<file path="src/rtl/boot_rom_ctrl.sv">
// Boot ROM overlay sequencer: round-robin CPU/DMA arbiter plus the sticky boot-disable register.
// Latency: ROM read acks two cycles after the grant cycle, every other access acks one cycle after it.
// Backpressure: one transaction in flight; a request held in IDLE waits until the block returns there.
module boot_rom_ctrl #(
   parameter logic [15:0] ROM_LAST     = 16'h00FF,
   parameter logic [15:0] DISABLE_ADDR = 16'hFF50
) (
   input  logic        clk,
   input  logic        rst_n,
   input  logic        cpu_req,
   input  logic        cpu_we,
   input  logic [15:0] cpu_addr,
   input  logic [7:0]  cpu_wdata,
   output logic        cpu_ack,
   output logic        cpu_miss,
   output logic [7:0]  cpu_rdata,
   input  logic        dma_req,
   input  logic [15:0] dma_addr,
   output logic        dma_ack,
   output logic        dma_miss,
   output logic [7:0]  dma_rdata,
   output logic        rom_en,
   output logic [7:0]  rom_addr,
   input  logic [7:0]  rom_data,
   output logic        boot_active
);

   typedef enum logic [1:0] {IDLE, ISSUE, RESP, DONE} state_t;

   state_t      state_q;
   logic        last_dma_q;     // most recently granted requester (1 = DMA)
   logic        gnt_dma_q;      // requester owning the current transaction
   logic        boot_active_q;
   logic        rom_en_q;
   logic [7:0]  rom_addr_q;
   logic        cpu_ack_q, cpu_miss_q;
   logic        dma_ack_q, dma_miss_q;
   logic [7:0]  rdata_q;        // register read data returned in DONE
   logic        rsp_rom_q;      // ack cycle carries ROM data straight through
   logic        clr_boot_q;     // DONE cycle of a disabling write

   logic        pick_dma;
   logic [15:0] sel_addr;
   logic        sel_we;
   logic        is_rom;
   logic        is_reg;
   logic        unused_wdata;

   // Only bit 0 of the write data has any meaning here.
   assign unused_wdata = ^cpu_wdata[7:1];

   // Grant selection and classification of the request seen in IDLE.
   always_comb begin
      pick_dma = dma_req && (!cpu_req || !last_dma_q);
      sel_addr = pick_dma ? dma_addr : cpu_addr;
      sel_we   = !pick_dma && cpu_we;
      is_rom   = !sel_we && (sel_addr <= ROM_LAST) && boot_active_q;
      is_reg   = !pick_dma && (sel_addr == DISABLE_ADDR);
   end

   // Main sequencer: grant, ROM issue, response and the sticky disable bit.
   always_ff @(posedge clk or negedge rst_n) begin
      if (!rst_n) begin
         state_q       <= IDLE;
         last_dma_q    <= 1'b1;
         gnt_dma_q     <= 1'b0;
         boot_active_q <= 1'b1;
         rom_en_q      <= 1'b0;
         rom_addr_q    <= 8'h00;
         cpu_ack_q     <= 1'b0;
         cpu_miss_q    <= 1'b0;
         dma_ack_q     <= 1'b0;
         dma_miss_q    <= 1'b0;
         rdata_q       <= 8'h00;
         rsp_rom_q     <= 1'b0;
         clr_boot_q    <= 1'b0;
      end else begin
         case (state_q)
            IDLE: begin
               if (cpu_req || dma_req) begin
                  last_dma_q <= pick_dma;
                  gnt_dma_q  <= pick_dma;
                  if (is_rom) begin
                     state_q    <= ISSUE;
                     rom_en_q   <= 1'b1;
                     rom_addr_q <= sel_addr[7:0];
                  end else begin
                     // Non-ROM accesses answer directly from the DONE state.
                     state_q    <= DONE;
                     cpu_ack_q  <= !pick_dma;
                     cpu_miss_q <= !pick_dma && !is_reg;
                     dma_ack_q  <= pick_dma;
                     dma_miss_q <= pick_dma;
                     rdata_q    <= (is_reg && !sel_we) ? (boot_active_q ? 8'hFE : 8'hFF) : 8'h00;
                     clr_boot_q <= is_reg && sel_we && cpu_wdata[0];
                  end
               end
            end
            ISSUE: begin
               state_q   <= RESP;
               rom_en_q  <= 1'b0;
               cpu_ack_q <= !gnt_dma_q;
               dma_ack_q <= gnt_dma_q;
               rsp_rom_q <= 1'b1;
            end
            RESP: begin
               state_q   <= IDLE;
               cpu_ack_q <= 1'b0;
               dma_ack_q <= 1'b0;
               rsp_rom_q <= 1'b0;
            end
            DONE: begin
               state_q    <= IDLE;
               cpu_ack_q  <= 1'b0;
               cpu_miss_q <= 1'b0;
               dma_ack_q  <= 1'b0;
               dma_miss_q <= 1'b0;
               rdata_q    <= 8'h00;
               clr_boot_q <= 1'b0;
               if (clr_boot_q) begin
                  boot_active_q <= 1'b0;
               end
            end
            default: state_q <= IDLE;
         endcase
      end
   end

   // ROM data is only valid in the ack cycle, so it bypasses the output register.
   always_comb begin
      cpu_rdata = 8'h00;
      dma_rdata = 8'h00;
      if (cpu_ack_q) begin
         cpu_rdata = rsp_rom_q ? rom_data : rdata_q;
      end
      if (dma_ack_q) begin
         dma_rdata = rsp_rom_q ? rom_data : rdata_q;
      end
   end

   assign cpu_ack     = cpu_ack_q;
   assign cpu_miss    = cpu_miss_q;
   assign dma_ack     = dma_ack_q;
   assign dma_miss    = dma_miss_q;
   assign rom_en      = rom_en_q;
   assign rom_addr    = rom_addr_q;
   assign boot_active = boot_active_q;

endmodule
</file>
<file path="config.mk">
export PLATFORM = sky130hd
export DESIGN_NAME = boot_rom_ctrl
export DESIGN_NICKNAME = d
export VERILOG_FILES = /design/src/rtl/boot_rom_ctrl.sv
export SDC_FILE = /design/constraint.sdc
export NUM_CORES = 1
export LEC_CHECK = 0
export CORE_MARGIN = 4
export CORE_UTILIZATION = 39
export CTS_BUF_LIST = sky130_fd_sc_hd__clkbuf_2 sky130_fd_sc_hd__clkbuf_4 sky130_fd_sc_hd__clkbuf_8
export CTS_CLUSTER_SIZE = 20
export DETAILED_ROUTE_END_ITERATION = 10
export PLACE_DENSITY = 0.93
export SETUP_SLACK_MARGIN = 0.4
export SYNTH_ARGS = -nofsm -noshare
export SYNTH_HDL_FRONTEND = slang
export SYNTH_SLANG_ARGS = --single-unit
</file>
<file path="constraint.sdc">
create_clock -name clk -period 2.7 [get_ports clk]
set_input_delay 0.405 -clock clk [delete_from_list [all_inputs] [get_ports clk]]
set_output_delay 0.405 -clock clk [all_outputs]
set_load 0.01 [all_outputs]
</file>
After elaboration in Yosys (flattened, before gate mapping). Index checks and enable logic that the tools add are counted.

Reduce and logical (&&, ||, !) cells: 28. Eq/ne operators: 7. Mux-type cells: 29. Shift-type cells: 0. Bitwise operators: 0. Add/sub/neg operators: 0. Div/mod/pow operators: 0. Order comparisons: 1. Multiply operators: 0.

Operator list (number): 8-bit two-way mux (6); 16-bit == test (second input constant) (1); 16-bit by 8-bit <= comparator with 1-bit output (second input constant) (1); 16-bit two-way mux (1); 8-bit one-hot mux with 2 select lines (1); 1-bit two-way mux (11); 1-bit one-hot mux with 2 select lines (5); 1-bit logical AND (9); 3-bit AND reduction (3); 1-bit zero test (6); 2-bit inequality test (second input constant) (3); 1-bit one-hot mux with 3 select lines (2); 2-bit one-hot mux with 3 select lines (1); 2-bit AND reduction (3); 2-bit nonzero test (3); 2-bit == test (second input constant) (2); 2-bit two-way mux (2); 2-bit by 1-bit == test with 1-bit output (second input constant) (1); 2-bit zero test (1); 1-bit logical OR (2); 2-bit OR reduction (1).

Bits in latches: 0. Output and inout bits: 30. RAM bits: 0. Memories kept: 0. Bits in registers: 28. Word-level logic and storage cells: 78. Memory bits (read-only): 0.

Logic depth before layout (Yosys ltp).
Word-level depth: 11. Mapped depth: 8. Depth with buffers taken out: 7.

Least setup slack after synthesis. OpenSTA, ideal clock, no wires.

Path type: reg2reg. Start: register state_q[0]. End: register rom_addr_q[6], in the netlist rom_addr[6]. Cell stages (with the launch flop): 8. Data arrival time: 1.818 ns. Period minus slack after synthesis: 1.943 ns. Setup slack: 0.757 ns. Buffers on the path: 1. Cells stage by stage: dfrtp_1 -> inv_1 -> ha_1 -> buf_2 -> inv_1 -> nor2_1 -> a21boi_2 -> mux2_2.

Word-level cells in the longest chain between the ends: 2.

Ends and longest elaborated chain: start: declaration (RTL line 30) `state_t state_q;`; start signal: assignment (RTL line 64) `state_q <= IDLE;`; start signal: assignment (RTL line 84) `state_q <= ISSUE;`; start signal: assignment (RTL line 89) `state_q <= DONE;`; 2-bit zero test (RTL line 78) `case (state_q)`; 3-bit AND reduction (no line); end signal: assignment (RTL line 86) `rom_addr_q <= sel_addr[7:0];`; end: declaration (RTL line 35) `logic [7:0] rom_addr_q;`.

Every way passes these cells. A chain may end at the register's enable or synchronous reset.

Worst setup path in the final report.
Start: register rsp_rom_q. End: output cpu_rdata[0].

Word-level cells in the longest chain between the ends: 2.

Ends and longest elaborated chain: start: declaration (RTL line 39) `logic rsp_rom_q;`; start signal: assignment (RTL line 75) `rsp_rom_q <= 1'b0;`; start signal: assignment (RTL line 104) `rsp_rom_q <= 1'b1;`; start signal: assignment (RTL line 110) `rsp_rom_q <= 1'b0;`; 8-bit two-way mux (RTL line 134) `cpu_rdata = rsp_rom_q ? rom_data : rdata_q;`; 8-bit two-way mux (RTL line 133) `if (cpu_ack_q) begin`; end: declaration (RTL line 16) `output logic [7:0] cpu_rdata,`.

Every way passes these cells.

==> impl_metrics.ini <==
[outcome]
status = finished clean

[synth]
synth_seq_cells = 22
syn_area_per_cell_sq_um = 10.1
synth_area_sq_um = 1400
yosysWarnings = 0
yosysSeqAreaShare = 0.396
synth_edf_count = 0
netlist_instances = 138
syn_nets = 196
ys.flop_type = dfrtp_1
async_flop_share = 1.00
yosysUniqueCellTypes = 35

[cts]
cts.htree.levels = 1
root_buffer = clkbuf_4
cts_buffers = 3
worstSkewPairLatency_ps = 320
cts_max_path_buffers = 2
cts_hold_buffers = 0
post-cts-setup-buffers = 0
clk_pin_slew_ps = 130
clock-sinks = 22
cts_tree = yes

[sta]
period_share = 0.796
slew_viol_final = 0
min_period_ps = 2150
setup_viol = 0
tns_ps = 0
finalHoldViolCount = 0
clock_skew_ps = 7.24
fmax_mhz = 465
rsz0062_at_grt = false
slew_headroom = 0.774
tightest_slew_ps = 338

[global_routing]
antenna_found_initial = 0
grt_pass1_wl_um = 5990
grt_use_met3 = 0.0722
grt_pass1_vias = 1360
overflow = 0
met1_usage = 0.174
grt_max_degree = 23
grtUsageMet2 = 0.309
grt_usage = 0.172
grt-busiest-layer = met2

[layout]
fillCellCount = 271
antennaDiodeCount = 0
fin_nets = 277
area_delta_synth_final_pct = 63.6
fin_util = 0.674
drive_gt1_frac = 0.0917

[critical_path]
required_ps = 2300
crit_buf_inv = 2
slowest_delay_ps = 550
path_class = register to output port
worstSetupStartpointType = register
r2r_slack_ps = 630
end_kind = output port
slowest_stage = clkdlybuf4s50_1
worstPathArrival_ps = 1740
r2r-end = rom_addr[2]$_DFFE_PN0P_
rr_worst_depth = 7
crit_family = buffers and inverters
crit_fanout = 9
reg2reg_from = state_q[0]$_DFFE_PN0P_
path_cells = buf_4 -> mux2i_1 -> nor2b_1 -> clkdlybuf4s50_1

[route]
ant_nets = 0
drtIter0Drc = 10
vias_per_cell = 5.13
drt-total-wl_um = 3760
drc = 0
wl_per_cell_um = 14.2
first_pass_iters = 4
num_vias = 1354

[power]
p_leak_nw = 0.952
power_density_nw_per_um2 = 638
peakVddDrop_uv = 260

[min_path]
worstHoldPathType = primary input to asynchronous set/reset pin

[floorplan]
die_h_um = 67.9
initial_core_util = 0.412
dieArea_sq_um = 4600
ioPinCount = 83
floorplan.rows = 21
core-area_sq_um = 3390
die_w_um = 67.9

[placement]
dpl.hpwl_um = 3060
port_buffers = 75
gp_congestion = 0.751

[job]
maxCapViolCount = 0
cells by family after synthesis:
logic type | share of synthesized area
simple gates | 0.242
compound gates | 0.117
mux | 0.181
flops | 0.396
buf+inv | 0.0197
fa+ha+maj | 0.0448
layout by cell type (no fill, tap or decap), types with 3 or more instances in the layout:
cell,instances
o21ai_1,3
mux2i_1,5
nand2_1,12
buf_4,4
clkdlybuf4s50_1,75
nand4_1,4
clkbuf_4,3
dfrtp_1,20
a21oi_1,12
inv_1,4
ha_1,4
nor2_1,10
nor2b_1,16
mux2_1,17
Yosys cell counts, drive strengths merged, types with 2 or more instances:
cell type   n  share of area
a21boi      3          0.027
a21oi      12          0.043
buf         2         0.0063
dfrtp      20           0.36
dfstp       2          0.038
ha          5          0.045
inv         4          0.011
mux2       18           0.15
mux2i       5          0.036
nand2      13          0.037
nand4       4          0.018
nand4b      2          0.013
nor2       10          0.027
nor2b      17          0.076
nor4        3          0.024
o211ai      2          0.011
o21ai       4          0.014
or4b        2          0.020
metrics by stage:
stage          hold WS (ps)  power [mW]  setup WS [ps]  std cells  cell area (sq um)
2_1_floorplan           109       0.865            757        138               1400
3_3_place_gp            405        1.17            453        260               2220
3_5_place_dp            440        1.20            420        260               2220
4_1_cts                 404        1.47            430        264               2280
5_1_grt                 431        1.57            445        264               2290
6_report                404        1.46            551        264               2290
final cells by class:
type | instances | area [sq um] | area share
Clock buffer | 3 | 22.5 | 0.00985
Clock inverter | 1 | 30.0 | 0.0131
Inverter | 4 | 15.0 | 0.00657
Multi-Input combinational cell | 109 | 827 | 0.362
Sequential cell | 22 | 553 | 0.242
Tap cell | 46 | 57.6 | 0.0252
Timing Repair Buffer | 79 | 781 | 0.342
worst max path at each step:
stage / endpoint / slack, ps / cells after the start / start
2_1_floorplan: rom_addr[6]$_DFFE_PN0P_ / 760 / 7 / state_q[0]$_DFFE_PN0P_
3_3_place_gp: rdata_q[0]$_DFFE_PN0P_ / 450 / 6 / cpu_addr[3]
3_5_place_dp: rdata_q[0]$_DFFE_PN0P_ / 420 / 6 / cpu_addr[3]
4_1_cts: cpu_rdata[6] / 430 / 4 / rsp_rom_q$_DFFE_PN0P_
5_1_grt: dma_rdata[3] / 450 / 4 / rsp_rom_q$_DFFE_PN0P_
6_report: cpu_rdata[0] / 550 / 4 / rsp_rom_q$_DFFE_PN0P_
power by group:
part	total, mW	switching [mW]	internal, mW
Combinational	0.724	0.328	0.396
Sequential	0.473	0.0740	0.399
Clock	0.260	0.110	0.150
Total	1.46	0.511	0.946
per-layer routing:
| layer | vias to the layer above | routed length [um] |
|---|---|---|
| li1 | 653 | - |
| met4 | 0 | 45 |
| met2 | 65 | 1820 |
| met5 | - | 0 |
| met1 | 632 | 1420 |
| met3 | 4 | 483 |
repair_timing:
item	CTS	global route
gates resized for setup	1	2
pin swaps	0	0
setup endpoints to repair	14	21
flip-flops by register name, summed over array words and instances, names as in the netlist:
register,flops
rom_addr,8
state_q,2
cpu_miss,1
clr_boot_q,1
boot_active,1
dma_ack,1
cpu_ack,1
dma_miss,1
gnt_dma_q,1
rsp_rom_q,1
last_dma_q,1
rdata_q,2
rom_en,1
Note: power is estimated with default switching activity, not from simulation.
